**src/rtl/text_memory_arbiter_pkg.sv**
```systemverilog
// Shared constants and state encodings for the text memory arbiter.
// TEXT_BEGIN/TEXT_END mirror the text-segment bounds used by the fetch path.
package text_memory_arbiter_pkg;

  localparam logic [31:0] TEXT_BEGIN = 32'h0001_0000;
  localparam logic [31:0] TEXT_END   = 32'h0001_7FFC;
  localparam logic [31:0] OOR_WORD   = 32'h0000_0001;

  typedef enum logic [1:0] {
    TXT_ARB_IDLE = 2'd0,
    TXT_ARB_WAIT = 2'd1,
    TXT_ARB_HOLD = 2'd2
  } arb_state_t;

  typedef enum logic {
    OWNER_F = 1'b0,
    OWNER_D = 1'b1
  } owner_t;

  function automatic logic in_text(input logic [31:0] address);
    return (address >= TEXT_BEGIN) && (address <= TEXT_END);
  endfunction

endpackage

```
**src/rtl/text_arbiter_priority.sv**
```systemverilog
// Grant select between fetch (F) and data (D) ports for one grant slot.
// With TEXT_ARBITER_STARVE_GUARD_EN defined, a starvation counter forces D after STARVE_LIMIT refusals.
module text_arbiter_priority
  import text_memory_arbiter_pkg::*;
#(
  parameter int STARVE_LIMIT = 4
) (
  input  logic clock,
  input  logic reset_n,
  input  logic slot,
  input  logic f_valid,
  input  logic d_valid,
  output logic grant_f,
  output logic grant_d
);

`ifdef TEXT_ARBITER_STARVE_GUARD_EN
  logic [3:0] starve_cnt;
  logic       force_d;

  assign force_d = (starve_cnt >= 4'(STARVE_LIMIT));

  always_comb begin
    grant_f = 1'b0;
    grant_d = 1'b0;
    if (slot) begin
      if (d_valid && (!f_valid || force_d)) grant_d = 1'b1;
      else if (f_valid)                     grant_f = 1'b1;
    end
  end

  // Counter stops at the limit because D is then granted on the next contested slot.
  always_ff @(posedge clock or negedge reset_n) begin
    if (!reset_n)                             starve_cnt <= '0;
    else if (grant_d)                         starve_cnt <= '0;
    else if (slot && d_valid && !force_d)     starve_cnt <= starve_cnt + 4'd1;
  end
`else
  logic unused_clk_rst;
  assign unused_clk_rst = clock ^ reset_n;

  always_comb begin
    grant_f = 1'b0;
    grant_d = 1'b0;
    if (slot) begin
      if (f_valid)      grant_f = 1'b1;
      else if (d_valid) grant_d = 1'b1;
    end
  end
`endif

endmodule

```
**src/rtl/text_memory_arbiter.sv**
```systemverilog
// Shares the synchronous-read text memory between fetch (F) and data loads (D); one access in flight.
// Optional starvation guard for port D is enabled by defining TEXT_ARBITER_STARVE_GUARD_EN.
module text_memory_arbiter
  import text_memory_arbiter_pkg::*;
#(
  parameter int STARVE_LIMIT = 4
) (
  input  logic        clock,
  input  logic        reset_n,
  input  logic        f_req_valid,
  output logic        f_req_ready,
  input  logic [31:0] f_address,
  output logic        f_rsp_valid,
  input  logic        f_rsp_ready,
  output logic [31:0] f_rsp_data,
  input  logic        d_req_valid,
  output logic        d_req_ready,
  input  logic [31:0] d_address,
  output logic        d_rsp_valid,
  input  logic        d_rsp_ready,
  output logic [31:0] d_rsp_data,
  output logic [13:0] mem_address,
  input  logic [31:0] mem_q
);

  arb_state_t  state, state_next;
  owner_t      owner;
  logic        in_range;
  logic [31:0] hold_q;
  logic [13:0] last_addr;
  logic [31:0] rsp_word;
  logic        owner_ready, slot, grant_f, grant_d, grant, rsp_active;

  assign owner_ready = (owner == OWNER_D) ? d_rsp_ready : f_rsp_ready;
  // Gating with reset_n keeps req_ready low while reset is held.
  assign slot = reset_n &&
                ((state == TXT_ARB_IDLE) || ((state == TXT_ARB_WAIT) && owner_ready));

  text_arbiter_priority #(
    .STARVE_LIMIT(STARVE_LIMIT)
  ) u_priority (
    .clock   (clock),
    .reset_n (reset_n),
    .slot    (slot),
    .f_valid (f_req_valid),
    .d_valid (d_req_valid),
    .grant_f (grant_f),
    .grant_d (grant_d)
  );

  assign grant       = grant_f | grant_d;
  assign f_req_ready = grant_f;
  assign d_req_ready = grant_d;
  assign mem_address = grant_d ? d_address[15:2] :
                       grant_f ? f_address[15:2] : last_addr;

  assign rsp_active  = (state == TXT_ARB_WAIT) || (state == TXT_ARB_HOLD);
  assign rsp_word    = (state == TXT_ARB_HOLD) ? hold_q : (in_range ? mem_q : OOR_WORD);
  assign f_rsp_valid = rsp_active && (owner == OWNER_F);
  assign d_rsp_valid = rsp_active && (owner == OWNER_D);
  assign f_rsp_data  = f_rsp_valid ? rsp_word : '0;
  assign d_rsp_data  = d_rsp_valid ? rsp_word : '0;

  always_ff @(posedge clock or negedge reset_n) begin
    if (!reset_n) state <= TXT_ARB_IDLE;
    else          state <= state_next;
  end

  always_comb begin
    state_next = state;
    case (state)
      TXT_ARB_IDLE: if (grant) state_next = TXT_ARB_WAIT;
      TXT_ARB_WAIT: begin
        if (owner_ready) state_next = grant ? TXT_ARB_WAIT : TXT_ARB_IDLE;
        else             state_next = TXT_ARB_HOLD;
      end
      TXT_ARB_HOLD: if (owner_ready) state_next = TXT_ARB_IDLE;
      default:      state_next = TXT_ARB_IDLE;
    endcase
  end

  // Request capture on accept; response capture when the owner stalls in WAIT.
  always_ff @(posedge clock or negedge reset_n) begin
    if (!reset_n) begin
      owner     <= OWNER_F;
      in_range  <= 1'b0;
      hold_q    <= '0;
      last_addr <= '0;
    end else begin
      if (grant) begin
        owner     <= grant_d ? OWNER_D : OWNER_F;
        in_range  <= grant_d ? in_text(d_address) : in_text(f_address);
        last_addr <= mem_address;
      end
      if ((state == TXT_ARB_WAIT) && !owner_ready) hold_q <= rsp_word;
    end
  end

endmodule

```
**config.mk**
```make
export PLATFORM = sky130hd
export DESIGN_NAME = text_memory_arbiter
export DESIGN_NICKNAME = d
export VERILOG_FILES = /design/src/rtl/text_memory_arbiter_pkg.sv /design/src/rtl/text_arbiter_priority.sv /design/src/rtl/text_memory_arbiter.sv
export SDC_FILE = /design/constraint.sdc
export NUM_CORES = 1
export LEC_CHECK = 0
export ABC_AREA = 1
export CORE_MARGIN = 2
export CORE_UTILIZATION = 39
export DETAILED_ROUTE_END_ITERATION = 6
export PLACE_DENSITY = 0.81
export SYNTH_ARGS = -nofsm -noshare
export SYNTH_HDL_FRONTEND = slang
export SYNTH_SLANG_ARGS = --single-unit
export TNS_END_PERCENT = 30
```
**constraint.sdc**
```tcl
create_clock -name clock -period 1.87 [get_ports clock]
set_clock_uncertainty 0.1 [all_clocks]
set_input_delay 0.2805 -clock clock [delete_from_list [all_inputs] [get_ports clock]]
set_output_delay 0.2805 -clock clock [all_outputs]
set_load 0.03 [all_outputs]
```
==> results by group <==
Run status
  • Status: complete, but fails checks
  • Failing checks: setup timing

Logic synthesis
  • Synth async-reset ratio: 100%
  • Synth cell types: 26
  • Synthesis warning total: 0
  • Yosys top cell area share: 38.0%
  • Area contributors post-synth: dfrtp_1, nand2_1, nor2_1, inv_1, nand3_1
  • Syn_area_per_cell: 6.40 sq um
  • Sequential share of the synthesized area: 38.0%
  • Synth Flop Type: dfrtp_1
  • Most frequent cells after synthesis: nand2_1, nor2_1, inv_1
  • Synthesized area: 3300 sq um
  • Synth Register Bits: 50
  • Syn nets: 620
  • Most common cell in the netlist: nand2_1
  • EDFF count, synth: 0
  • Synthesized instance count: 515
  • Area leader, netlist: dfrtp_1

Drt
  • Remaining DRCs: 0
  • WL final: 13300 um
  • Starting DRC count in detailed routing: 193
  • Drt pass-1 iters: 6
  • Wire per inst: 15.3 um
  • Vias per cell: 4.93
  • Vias post-DR: 4287
  • Post-route ant nets: 0

Global routing
  • Gr usage total: 25.5%
  • First-pass GRT wire length: 18500 um
  • Initial antenna violation count: 0
  • Largest net degree at the start of global routing: 49
  • Total grt overflow: 0
  • Vias in the first global route: 4139

Critical path
  • Critical Path Start Type: flop
  • CP delay by family, top: buffers and inverters
  • CP Capture Type: output pin
  • Max incr delay on CP: 0.45 ns
  • Critical path cell sequence: ha_4 > nor2_4 > buf_6 > buf_12 > nand2_2 > nand2_2 > inv_2 > nor2_4 > buf_6
  • Worst Path Required: 1.49 ns
  • Worst Path Max Fanout: 6
  • Buf/Inv on CP: 4
  • Slowest CP cell: dfrtp_1
  • Worst EP arrival: 1.88 ns
  • Critical path type: flop to output pin

CTS
  • CTS Buf Count: 5
  • Clock latency on the worst-skew pair: 0.32 ns
  • Clk sink count: 50
  • Reg clk slew, reported paths: 0.11 ns
  • H-tree Lvls: 2
  • Clk root buf: clkbuf_8
  • CTS tree: built
  • Max Buffers Root-to-Sink: 2

Placement
  • Worst slack, placed: -0.364 ns
  • PortBufs: 183
  • Final Wtd Congestion: 0.800
  • DP HPWL: 8760 um
  • Area post-placement: 5700 sq um

Final layout
  • Register area: 1250 sq um
  • Final-layout fill cell count: 523
  • Area added between synthesis and finish: 100%
  • Multi-input logic area: 2170 sq um
  • Diodes inserted: 0
  • # nets final: 868
  • Share of layout cells above drive strength 1: 41.0%
  • Design area: 6600 sq um

Power
  • P per Cell Area: 1360 nW/um^2
  • Clk network pwr share: 7.6%
  • Register share of total power: 19.4%
  • Switch Pwr: 4.39 mW
  • Sw Share: 48.7%
  • Cell-internal power: 4.62 mW
  • Combinational share of power: 73.1%
  • Leakage: 3.22 nW
  • Max VDD drop: 0.774 mV

Worst hold path
  • Worst Hold Class: primary input to async pin

STA
  • Fin crit period: 2.26 ns
  • Final hold vios: 0
  • Fmax: 442 MHz
  • Final setup viols: 82
  • Rel. slew slack: 58.3%
  • RSZ-0062 raised after global routing: yes
  • Worst-Margin Slew: 0.626 ns
  • Fin. max-slew vios: 0
  • Tcrit/Tclk final: 121%
  • Crit path setup slack, layout: -0.390 ns

Die
  • Core area: 8220 sq um
  • Initial Utilization: 40.1%
  • DIE AREA: 9210 sq um
  • Cell row count: 33
  • Boundary Pins: 184
  • Die H: 95.9 um
  • Die width: 95.9 um

Flow run
  • Maxcap violations: 0
[final timing paths]
path                              startpoint              to  slack (ns)  cells past startpoint
worst min register to register  last_addr[1]    last_addr[1]        0.40                      2
worst max-delay path                state[1]  d_rsp_data[24]       -0.39                      9
max in group asynchronous            reset_n    last_addr[0]        1.10                      2
worst max register to register      state[1]      hold_q[20]        0.10                     10
worst min-delay path                 reset_n      hold_q[31]        0.15                      2
min in group clock              last_addr[1]    last_addr[1]        0.40                      2
[power groups by stage]
stage                     logic (mW)  clock network [mW]  registers, mW
after floorplan                 3.03                   0           1.69
after global placement          5.03                   0           1.73
after detailed placement        5.16                   0           1.74
after CTS                       5.64               0.686           1.73
after global routing            7.00               0.725           1.78
final                           6.58               0.680           1.74
[routing by layer]
| layer | GRT usage, % | share of wire [%] | vias to the layer above |
|---|---|---|---|
| met3 | 5.48 | 7.1 | 30 |
| li1 | - | - | 2065 |
| met2 | 48.4 | 53 | 186 |
| met1 | 28.4 | 37 | 2006 |
| met5 | 0 | 0 | - |
| met4 | 6.90 | 2.8 | 0 |
[final cells by class]
class                      count  share of cell area, %
clock buffer                   5                   1.04
clock inverter                 3                  0.436
inverter                      63                   3.92
multi-input combinational    379                   32.8
sequential                    50                   19.0
tap                          105                   1.99
timing repair buffer         264                   40.8
[registers in the layout, summed over array words and instances (netlist names)]
| register | flops |
|---|---|
| last_addr | 14 |
| hold_q | 32 |
| state | 2 |
| owner | 1 |
| in_range | 1 |
[placed cells by master, fill, tap and decap left out]
| cell type | synthesis | routed |
|---|---|---|
| o22ai_1 | 2 | 1 |
| nor2_4 | 0 | 16 |
| o21ai_0 | 23 | 22 |
| dfrtp_1 | 50 | 50 |
| nand2_4 | 12 | 25 |
| nand3_2 | 1 | 12 |
| clkbuf_16 | 0 | 3 |
| nand2_1 | 189 | 167 |
| clkdlybuf4s50_1 | 0 | 100 |
| nor2_2 | 1 | 45 |
| a21oi_1 | 1 | 1 |
| buf_4 | 2 | 73 |
| buf_12 | 1 | 10 |
| nand3_4 | 1 | 2 |
| and2_0 | 1 | 1 |
| inv_1 | 59 | 38 |
| inv_4 | 1 | 6 |
| o221ai_2 | 0 | 1 |
| inv_8 | 0 | 2 |
| clkinv_4 | 0 | 2 |
| clkbuf_8 | 0 | 5 |
| buf_2 | 8 | 1 |
| o211ai_1 | 2 | 2 |
| nand2_8 | 0 | 1 |
| nand2_2 | 3 | 11 |
| o221ai_1 | 2 | 1 |
| nand4_1 | 4 | 4 |
| ha_4 | 0 | 3 |
| nor2_1 | 92 | 32 |
| o22ai_2 | 0 | 1 |
| inv_2 | 3 | 18 |
| dlygate4sd3_1 | 0 | 1 |
| nand3_1 | 30 | 18 |
| buf_6 | 0 | 76 |
| o21ai_1 | 12 | 13 |
[worst reg2reg max path, cell delays in order, from the launching register on]
cell and delay, ns:
dfrtp_1 0.45, ha_4 0.20, nor2_4 0.14, buf_6 0.14, buf_12 0.14, nand2_4 0.06, nand2_4 0.07, inv_4 0.05
buf_4 0.12, buf_4 0.12, o21ai_1 0.11
[logic make-up (layout without fill, tap and decap cells)]
family	after synthesis	in the layout	synth area share, %
buffers and inverters	86	335	10.9
AOI/OAI and AO/OA	42	42	6.83
DFF	50	50	38.0
adders and majority gates	3	3	1.14
and+or+nand+nor	334	334	43.2
[per-stage QoR]
step	util (%)	power (mW)	hold WS [ns]	setup TNS [ns]	std cells
floorplan	-	4.72	-0.115	-1.45	515
global placement	69.3	6.76	0.0340	-4.62	846
detailed placement	69.3	6.90	0.0351	-6.67	846
CTS	74.8	8.05	0.149	-20.92	857
global route	80.4	9.50	0.204	-31.04	869
finish	80.4	9.00	0.149	-25.28	869
[what timing repair did]
action | 4_1_cts | 5_1_grt
pin swaps | 5 | 23
setup endpoints to repair | 82 | 82
buffers inserted | 2 | 9
hold endpoints to repair | 2 | 0
gates cloned | 0 | 3
resized for setup | 86 | 92
hold buffers | 1 | 0
No activity file was read; power rests on OpenSTA's default activity.
